**src/rtl/fb_writer_if.sv**
```systemverilog
// Renderer pixel stream, clear control, display-read arbitration and SRAM write
// port of the framebuffer writer.
interface fb_writer_if #(
  parameter int ADDR_W = 19
);
  logic              px_valid;
  logic              px_ready;
  logic [9:0]        px_x;
  logic [9:0]        px_y;
  logic [15:0]       px_data;
  logic              clear_req;
  logic              clear_busy;
  logic              clear_done;
  logic              disp_read;
  logic              sram_we;
  logic [ADDR_W-1:0] sram_waddr;
  logic [31:0]       sram_wdata;
  logic [3:0]        sram_be;

  modport slave (
    input  px_valid, px_x, px_y, px_data, clear_req, disp_read,
    output px_ready, clear_busy, clear_done, sram_we, sram_waddr, sram_wdata, sram_be
  );

  modport master (
    output px_valid, px_x, px_y, px_data, clear_req, disp_read,
    input  px_ready, clear_busy, clear_done, sram_we, sram_waddr, sram_wdata, sram_be
  );
endinterface

```
**src/rtl/fb_writer.sv**
```systemverilog
// Framebuffer write side: one-entry pixel hold register feeding half-word SRAM
// writes, plus a zero-fill sequencer; display reads always win the SRAM port.
module fb_writer #(
  parameter int FB_W   = 600,
  parameter int FB_H   = 600,
  parameter int ADDR_W = 19
) (
  input logic        clk,
  input logic        rst,
  fb_writer_if.slave bus
);

  localparam int                WORDS     = FB_W * FB_H / 2;
  localparam logic [ADDR_W-1:0] LAST_WORD = ADDR_W'(WORDS - 1);
  localparam logic [9:0]        FB_W_L    = 10'(FB_W);
  localparam logic [9:0]        FB_H_L    = 10'(FB_H);

  typedef enum logic [1:0] {IDLE, DRAIN, CLEAR} state_t;

  state_t            state, state_nxt;
  logic [ADDR_W-1:0] cnt, cnt_nxt;
  logic              clr_we, busy, done;

  logic [ADDR_W:0]   lin_p0;
  logic              in_range_p0;
  logic              accept_p0;
  logic              vld_p1, vld_nxt;
  logic [ADDR_W-1:0] addr_p1;
  logic [15:0]       data_p1;
  logic              hi_p1;
  logic              retire;

  // ---- stage p0: address computation at accept ----
  assign lin_p0      = (ADDR_W+1)'(bus.px_y) * (ADDR_W+1)'(FB_W)
                     + (ADDR_W+1)'(bus.px_x);
  assign in_range_p0 = (bus.px_x < FB_W_L) && (bus.px_y < FB_H_L);

  assign retire       = vld_p1 && !bus.disp_read && !rst;
  assign bus.px_ready = !rst && (state == IDLE) && (!vld_p1 || retire);
  assign accept_p0    = bus.px_valid && bus.px_ready;
  // Out-of-range pixels are consumed without ever occupying the hold register.
  assign vld_nxt      = (accept_p0 && in_range_p0) || (vld_p1 && !retire);

  always_comb begin
    state_nxt = state;
    cnt_nxt   = cnt;
    clr_we    = 1'b0;
    busy      = 1'b0;
    done      = 1'b0;
    unique case (state)
      IDLE:  if (bus.clear_req) state_nxt = vld_nxt ? DRAIN : CLEAR;
      DRAIN: if (!vld_nxt) state_nxt = CLEAR;
      CLEAR: begin
        busy = 1'b1;
        if (!bus.disp_read) begin
          clr_we = 1'b1;
          if (cnt == LAST_WORD) begin
            busy      = 1'b0;
            done      = 1'b1;
            cnt_nxt   = '0;
            state_nxt = IDLE;
          end else begin
            cnt_nxt = cnt + ADDR_W'(1);
          end
        end
      end
      default: state_nxt = IDLE;
    endcase
    if (rst) begin
      clr_we = 1'b0;
      busy   = 1'b0;
      done   = 1'b0;
    end
  end

  always_ff @(posedge clk) begin
    if (rst) begin
      state  <= IDLE;
      cnt    <= '0;
      vld_p1 <= 1'b0;
    end else begin
      state  <= state_nxt;
      cnt    <= cnt_nxt;
      vld_p1 <= vld_nxt;
    end
  end

  // ---- stage p1: hold register, stable for the whole disp_read stall ----
  always_ff @(posedge clk) begin
    if (accept_p0) begin
      addr_p1 <= lin_p0[ADDR_W:1];
      hi_p1   <= lin_p0[0];
      data_p1 <= bus.px_data;
    end
  end

  assign bus.sram_we    = retire || clr_we;
  assign bus.sram_waddr = (state == CLEAR) ? cnt :
                          (vld_p1 ? addr_p1 : '0);
  assign bus.sram_wdata = (state != CLEAR && vld_p1) ? {data_p1, data_p1} : 32'h0;
  assign bus.sram_be    = clr_we ? 4'hF :
                          retire ? (hi_p1 ? 4'b1100 : 4'b0011) : 4'h0;
  assign bus.clear_busy = busy;
  assign bus.clear_done = done;

endmodule

```
**src/flat_wrapper.sv**
```systemverilog
// flat-port wrapper written by rule: the top's interface ports become plain ports
module fb_writer_flat 
#(
  parameter int FB_W   = 600,
  parameter int FB_H   = 600,
  parameter int ADDR_W = 19
)
  (clk, rst, bus_px_valid, bus_px_x, bus_px_y, bus_px_data, bus_clear_req, bus_disp_read, bus_px_ready, bus_clear_busy, bus_clear_done, bus_sram_we, bus_sram_waddr, bus_sram_wdata, bus_sram_be);
  fb_writer_if #(.ADDR_W(ADDR_W)) bus_i ();
  input logic clk;
  input logic rst;
  input wire logic [$bits(bus_i.px_valid)-1:0] bus_px_valid;
  input wire logic [$bits(bus_i.px_x)-1:0] bus_px_x;
  input wire logic [$bits(bus_i.px_y)-1:0] bus_px_y;
  input wire logic [$bits(bus_i.px_data)-1:0] bus_px_data;
  input wire logic [$bits(bus_i.clear_req)-1:0] bus_clear_req;
  input wire logic [$bits(bus_i.disp_read)-1:0] bus_disp_read;
  output wire logic [$bits(bus_i.px_ready)-1:0] bus_px_ready;
  output wire logic [$bits(bus_i.clear_busy)-1:0] bus_clear_busy;
  output wire logic [$bits(bus_i.clear_done)-1:0] bus_clear_done;
  output wire logic [$bits(bus_i.sram_we)-1:0] bus_sram_we;
  output wire logic [$bits(bus_i.sram_waddr)-1:0] bus_sram_waddr;
  output wire logic [$bits(bus_i.sram_wdata)-1:0] bus_sram_wdata;
  output wire logic [$bits(bus_i.sram_be)-1:0] bus_sram_be;
  assign bus_i.px_valid = bus_px_valid;
  assign bus_i.px_x = bus_px_x;
  assign bus_i.px_y = bus_px_y;
  assign bus_i.px_data = bus_px_data;
  assign bus_i.clear_req = bus_clear_req;
  assign bus_i.disp_read = bus_disp_read;
  assign bus_px_ready = bus_i.px_ready;
  assign bus_clear_busy = bus_i.clear_busy;
  assign bus_clear_done = bus_i.clear_done;
  assign bus_sram_we = bus_i.sram_we;
  assign bus_sram_waddr = bus_i.sram_waddr;
  assign bus_sram_wdata = bus_i.sram_wdata;
  assign bus_sram_be = bus_i.sram_be;
  fb_writer #(.FB_W(FB_W), .FB_H(FB_H), .ADDR_W(ADDR_W)) u_core (.clk(clk), .rst(rst), .bus(bus_i));
endmodule
```
**config.mk**
```make
export PLATFORM = sky130hd
export DESIGN_NAME = fb_writer_flat
export DESIGN_NICKNAME = d
export VERILOG_FILES = /design/src/rtl/fb_writer_if.sv /design/src/rtl/fb_writer.sv /design/src/flat_wrapper.sv
export SDC_FILE = /design/constraint.sdc
export NUM_CORES = 1
export LEC_CHECK = 0
export BUFFER_PORTS_ARGS = -buffer_cell sky130_fd_sc_hd__buf_2
export CAP_MARGIN = 20
export CELL_PAD_IN_SITES_DETAIL_PLACEMENT = 1
export CELL_PAD_IN_SITES_GLOBAL_PLACEMENT = 1
export CORE_UTILIZATION = 42
export DETAILED_ROUTE_END_ITERATION = 10
export GPL_TIMING_DRIVEN = 1
export HOLD_SLACK_MARGIN = 0.02
export PLACE_DENSITY_LB_ADDON = 0.1
export SKIP_CTS_REPAIR_TIMING = 1
export SYNTH_ARGS = -nofsm -noshare
export SYNTH_HDL_FRONTEND = slang
export SYNTH_SLANG_ARGS = --single-unit
export TNS_END_PERCENT = 1
```
**constraint.sdc**
```tcl
create_clock -name clk -period 4.9 [get_ports clk]
set_input_delay 0.49 -clock clk [delete_from_list [all_inputs] [get_ports clk]]
set_output_delay 0.49 -clock clk [all_outputs]
set_load 0.03 [all_outputs]
```
==> results list, run 1 <==
* Area share of the largest cell type after synthesis: 0.238
- Derived from the worst setup path, the maximum achievable clock frequency is 231 MHz.
- Core Util, Final: 0.500
* Number of distinct library cells after synthesis: 60
* Power after layout: 1.92 mW
* Initial cell density of the core: 0.436
* Total routing resource utilization after global routing: 0.199
- Counting tap cells, the placed design contains a total of 698 instances.
* Antenna fix cells: 0
- When the netlist entered floorplanning its net count stood at 596.
- 100 I/O pins were placed.
- STA classifies the critical path startpoint as an input pin.
- The detailed router placed 3727 vias in this run.
- Hold WC Path Type: input pin to flop
- Core outline area: 10400 um^2
* Setup TNS: 0 ps
- Synthesized area: 4540 um^2
- Summed over all instances, the cell type with the most area after synthesis is sky130_fd_sc_hd__edfxtp_1.
- In this run the remaining antenna-violating nets after routing total 0.
- Hold Vio Cnt, Final: 0
- Minimum period implied by the final worst setup slack: 4330 ps
- Setup clock skew after layout: 6.42 ps
- Counting flops with an async set or reset pin after synthesis yields a share of 0.
* Synth warn: 0
* Layout cells sized above 1: 0.223
- Setup repair after global routing left no endpoint under its margin.
* Static power due to leakage: 2.39 nW
- Across all setup checks in the final design, the least slack found is 570 ps.
- EDFF count, synth: 36
* Most used standard cell by instance count after synthesis: sky130_fd_sc_hd__nand2_1
- The critical path is of the input pin to flop type.
* Crit-path max FO: 6
- In the final routed layout, each cell accounts on average for 15.0 um.
* Root buffer cell: sky130_fd_sc_hd__clkbuf_8
* Final clock period utilization by the worst path: 0.884
- In this run, CTS created clock tree buffers numbering 9.
- CTS tree: yes
- Across the run, the number of max-cap violations was 0.
- Ranked by instance count, the synthesized netlist is headed by sky130_fd_sc_hd__nand2_1 (61), sky130_fd_sc_hd__ha_1 (51), sky130_fd_sc_hd__nor2_1 (40).
- Cell types occupying the most area after synthesis: sky130_fd_sc_hd__edfxtp_1 (24%), sky130_fd_sc_hd__ha_1 (14%), sky130_fd_sc_hd__dfxtp_1 (9.7%)
- The first global-routing pass estimated 17600 um of wire.
- Post-placement setup slack: 226 ps
- Post-detailed-placement half-perimeter wirelength: 8760 um
- Synthesized netlist cell count: 492
* Number of iterations in the first detailed-routing pass: 4
- In this run, synthesis produced a sequential element count of 58.
- Worst slew margin relative to its limit: 0.481
- Summed over all layers, the global routing overflow is 0.
* Number of violations reported at the end of detailed-routing iteration 0: 125
- The floorplan has 37 rows.
- At the pin with the least slew margin, the transition time is 774 ps.
- After detailed routing, the number of remaining DRC violations is 0.
- Of the synthesized area, sequential elements account for 0.335.
* Die span in y: 106 um
* Status: completed
- Clock latency of the later-clocked register in the worst-skew pair: 340 ps
- Crit path required time: 4980 ps
* Area growth, synth to finish: 14.7%
* Total Wirelength: 10700 um
- CTS built an H-tree with a depth of 3.
- The count of buffers added on input and output ports is 99.
* Areal power density over the cells: 370 nW/um^2
* Data arrival, critical path: 4410 ps
- Endpoint type of the worst setup path: flop
- The congestion estimate from routability-driven global placement came to 0.858.
- Final net count: 677
* Final count of negative-setup-slack endpoints: 0
- The finished layout holds 714 standard cells, fillers aside.
- Sink Count: 58
- The number of max-slew violations in the final report came to 0.
- Largest net degree at the start of global routing: 41
- Among all flip-flop cells after synthesis, the most frequent one is sky130_fd_sc_hd__edfxtp_1.
- Max rail drop VDD: 0.133 mV
- Using the TritonRoute via totals, the vias-per-cell ratio works out to 5.22.
- Antenna violations before repair: 0
- Overall die area: 11200 um^2
* Reg clk slew, reported paths: 60 ps
- The clock passes through at most 2 buffers.
- Averaged over all synthesized cells, the footprint is 9.23 um^2.
- Chip width: 106 um
* Vias in the first global route: 3721
-- flip-flops by register name, summed over array words and instances, names as in the netlist --
register	flops
u_core.data_p1	16
u_core.addr_p1	19
u_core.vld_p1	1
u_core.state	2
u_core.hi_p1	1
u_core.cnt	19
-- power by group --
| part | switching (mW) | internal, mW | leakage (nW) |
|---|---|---|---|
| clock | 0.173 | 0.199 | 0.0790 |
| combinational | 0.559 | 0.382 | 1.79 |
| sequential | 0.0120 | 0.600 | 0.511 |
| total | 0.744 | 1.18 | 2.39 |
-- cell families after synthesis --
group                    share of synthesized area
AND/OR/NAND/NOR                              0.192
AO/OA/AOI/OAI                                0.132
buffers and inverters                       0.0730
adder cells (fa/ha/maj)                      0.193
flip-flops                                   0.335
XOR/XNOR                                    0.0714
multiplexers                               0.00248
-- through the flow --
stage	cell area [um^2]	hold slack (ps)
after floorplan	4540	462
after global placement	5050	485
after detailed placement	5050	489
after CTS	5210	299
after global routing	5210	302
final	5210	326
-- cell type report --
cell class / instances / area (um^2)
clock buffer: 16 / 160
fill: 1256 / 5210
inverter: 37 / 139
multi-input combinational: 364 / 2690
sequential: 58 / 1520
tap: 136 / 170
timing repair buffer: 103 / 526
-- cell usage in the layout, fill, tap and decap left out, drive strengths merged, types with 5 or more instances in the layout --
| master | Yosys | layout |
|---|---|---|
| buf | 19 | 103 |
| nand2 | 61 | 61 |
| ha | 51 | 51 |
| nor2 | 40 | 40 |
| inv | 37 | 37 |
| edfxtp | 36 | 36 |
| o21ai | 28 | 28 |
| dfxtp | 22 | 22 |
| xnor2 | 20 | 20 |
| and3 | 20 | 20 |
| xor2 | 17 | 17 |
| a21oi | 16 | 16 |
| clkbuf | 14 | 16 |
| fa | 12 | 12 |
| nand3 | 10 | 10 |
| a21o | 7 | 7 |
| nor3 | 6 | 6 |
| nand4 | 6 | 6 |
| o211ai | 6 | 6 |
| nand2b | 5 | 5 |
-- critical path, stage by stage --
cell	delay, ps
sky130_fd_sc_hd__buf_2	140
sky130_fd_sc_hd__ha_1	300
sky130_fd_sc_hd__ha_1	300
sky130_fd_sc_hd__fa_1	530
sky130_fd_sc_hd__inv_1	50
sky130_fd_sc_hd__fa_1	500
sky130_fd_sc_hd__inv_1	40
sky130_fd_sc_hd__ha_1	350
sky130_fd_sc_hd__o21ai_1	120
sky130_fd_sc_hd__a21oi_1	370
sky130_fd_sc_hd__o22ai_1	200
sky130_fd_sc_hd__xnor2_1	380
sky130_fd_sc_hd__nand4_2	200
sky130_fd_sc_hd__nor4_2	330
sky130_fd_sc_hd__xnor2_1	90
-- metal layers --
metal | track usage | share of wire | vias up
met4 | 0.0724 | 0.017 | 0
met3 | 0.0374 | 0.028 | 11
met5 | 0 | 0 | -
li1 | - | - | 1877
met1 | 0.235 | 0.45 | 1773
met2 | 0.358 | 0.51 | 66
-- path summary, 6_finish.rpt --
path,to,slack [ps],depth (start not counted),startpoint
max,u_core.addr_p1[18]$_DFFE_PP_,570,15,bus_px_y[5]
min,u_core.data_p1[13]$_DFFE_PP_,330,1,bus_px_data[13]
max reg2reg,u_core.state[1]$_SDFFE_PP0P_,2400,6,u_core.state[0]$_SDFFE_PP0P_
min reg2reg,u_core.cnt[1]$_SDFFE_PP0P_,500,2,u_core.cnt[1]$_SDFFE_PP0P_
(Power assumes the default switching activity.)
==> run 2, diff against run 1 <==
Settings changed: CORE_MARGIN from default to 5.
==> run 2 against run 1 <==
  * Wire length up 3.4%
  * Critical endpoint unchanged
  * Sequential power up 1%
  * Largest power group unchanged
  * Final area up 0.38%
  * Final cell count up 0.56%
  * Power down 0.94%
  * Die area up 16%
==> results list, run 2 (synthesis results as in run 1) <==
* Leading cell types in the layout, fill and taps excluded: sky130_fd_sc_hd__buf_2 (99), sky130_fd_sc_hd__nand2_1 (61), sky130_fd_sc_hd__ha_1 (51)
- The maximum clock rate was 232 MHz (+0.27%).
- Total routing resource utilization after global routing: 0.174 (-0.0249)
- Wire length per cell: 15.5 um (+2.8%)
* Setup repair after global routing missed its margin: no
* Count of placed standard cells including taps: 702 (+0.57%)
- The share of the clock period used by the worst path after layout was 0.881 (-0.00242).
- STA classifies the critical path endpoint as a flop.
- The maximum clock path buffer count was 2 (unchanged).
* First-pass GRT wire length: 18300 um (+4.2%)
- Number of violations reported at the end of detailed-routing iteration 0: 101 (-19%)
* Placer's final routability congestion estimate: 0.783 (-8.8%)
* Power after layout: 1.91 mW (-0.94%)
- The total number of placement rows came to 38 (+2.7%).
- Die span in y: 114 um (+7.5%)
* Chip width: 114 um (+7.5%)
- The initial core utilization is 0.424 (-0.0115).
- Sink Count: 58 (unchanged)
* Crit path required time: 4980 ps (about the same)
* Total Wirelength: 11100 um (+3.4%)
* Core outline area: 10700 um^2 (+2.7%)
- Worst slew margin relative to its limit: 0.467 (-0.0133)
* Final net count: 677 (unchanged)
- Largest registers: u_core.addr_p1 (19), u_core.cnt (19), u_core.data_p1 (16)
- The number of global-route vias before repair was 3960 (+6.4%).
* Overall die area: 13000 um^2 (+16%)
* Core Util, Final: 0.489 (-0.0113)
- Clock latency of the later-clocked register in the worst-skew pair: 330 ps (about the same)
* Status: completed
- Largest net degree at the start of global routing: 41 (unchanged)
- Area growth, synth to finish: 15.1%
- Number of iterations in the first detailed-routing pass: 4 (unchanged)
* Static power due to leakage: 2.40 nW (+0.48%)
* Final Max Tran Viols: 0 (unchanged)
- The sum of negative setup slack came to 0 ps (unchanged).
- The CTS H-tree depth came to 3 (unchanged).
- The tree is rooted in a sky130_fd_sc_hd__clkbuf_8.
- The total vias in the final route came to 3763 (+0.97%).
- The via density per instance was 5.24 (+0.40%).
- Data arrival, critical path: 4400 ps (about the same)
- Port Buffers: 99 (unchanged)
- The total global routing overflow is 0 (unchanged).
* Reg clk slew, reported paths: 70 ps (about the same)
- Max_cap viols: 0 (unchanged)
* Number of I/O pins: 100 (unchanged)
- Crit-path max FO: 6 (unchanged)
- The slew at the pin closest to its max-slew limit came to 794 ps (+19.8 ps).
- Post-detailed-placement half-perimeter wirelength: 9010 um (+2.9%)
* CTS buffer count: 9 (unchanged)
- The share of post-route cells with drive strength above 1 was 0.228 (+0.00519).
- The count of placed standard cells in the final layout, fillers left out was 718 (+0.56%).
- The final clock skew is 7.96 ps (+1.54 ps).
* Areal power density over the cells: 365 nW/um^2 (-1.3%)
* CTS tree: yes
- Most common cell after layout, fill and taps aside: sky130_fd_sc_hd__buf_2
- Antenna violation net count after detailed routing: 0 (unchanged)
- The DRC violation count after routing is 0 (unchanged).
* Hold WC Path Type: input pin to flop
- The critical path is of the input pin to flop type.
* Max rail drop VDD: 0.163 mV (+23%)
- The final-report hold violation count is 0 (unchanged).
- Final count of negative-setup-slack endpoints: 0 (unchanged)
- Antenna violations before repair: 0 (unchanged)
* Antenna fix cells: 0 (unchanged)
- Fillers: 1322 (+5.3%)
* Minimum period implied by the final worst setup slack: 4320 ps (-11.9 ps)
- Startpoint class of the critical path: input pin
-- run 2: critical path: stages --
cell	delay (ps)
sky130_fd_sc_hd__buf_2	150
sky130_fd_sc_hd__ha_1	300
sky130_fd_sc_hd__ha_1	300
sky130_fd_sc_hd__fa_1	540
sky130_fd_sc_hd__inv_1	50
sky130_fd_sc_hd__fa_1	490
sky130_fd_sc_hd__inv_1	40
sky130_fd_sc_hd__ha_1	350
sky130_fd_sc_hd__or3b_2	460
sky130_fd_sc_hd__o211ai_1	120
sky130_fd_sc_hd__a311oi_1	150
sky130_fd_sc_hd__a211oi_4	340
sky130_fd_sc_hd__nand4_2	200
sky130_fd_sc_hd__nor4_2	320
sky130_fd_sc_hd__xnor2_1	90
-- run 2: final timing paths --
path / depth (start not counted) / start / slack [ps] / endpoint
setup / recovery: 15 / bus_px_y[5] / 580 / u_core.addr_p1[18]$_DFFE_PP_
hold / removal: 1 / bus_px_x[1] / 330 / u_core.addr_p1[0]$_DFFE_PP_
setup reg to reg: 5 / u_core.cnt[9]$_SDFFE_PP0P_ / 2480 / u_core.cnt[9]$_SDFFE_PP0P_
hold reg to reg: 2 / u_core.cnt[1]$_SDFFE_PP0P_ / 510 / u_core.cnt[1]$_SDFFE_PP0P_
-- run 2: layer usage --
layer,routed length (um),track usage
met3,311,0.0186
met4,200,0.0649
met2,6080,0.335
met5,0,0
met1,4500,0.195
-- run 2: final cells by class --
type | count | area, um^2 | area share
Sequential cell | 58 | 1520 | 0.291
Multi-Input combinational cell | 364 | 2690 | 0.515
Inverter | 37 | 139 | 0.0266
Clock buffer | 11 | 131 | 0.0251
Tap cell | 140 | 175 | 0.0335
Timing Repair Buffer | 103 | 546 | 0.104
Clock inverter | 5 | 23.8 | 0.00455
-- run 2: power by group --
group / switching [mW] / internal [mW] / leakage (nW) / total (mW)
combinational: 0.551 / 0.382 / 1.80 / 0.932
sequential: 0.0193 / 0.600 / 0.511 / 0.620
clock: 0.176 / 0.178 / 0.0843 / 0.354
-- run 2: stage by stage --
| stage | setup WS [ps] | hold WS, ps | area, um^2 |
|---|---|---|---|
| 6_report | 582 | 333 | 5230 |
| 5_1_grt | 249 | 308 | 5230 |
| 4_1_cts | 562 | 314 | 5230 |
| 3_5_place_dp | 190 | 493 | 5070 |
| 3_3_place_gp | 357 | 485 | 5040 |
| 2_1_floorplan | 662 | 462 | 4540 |
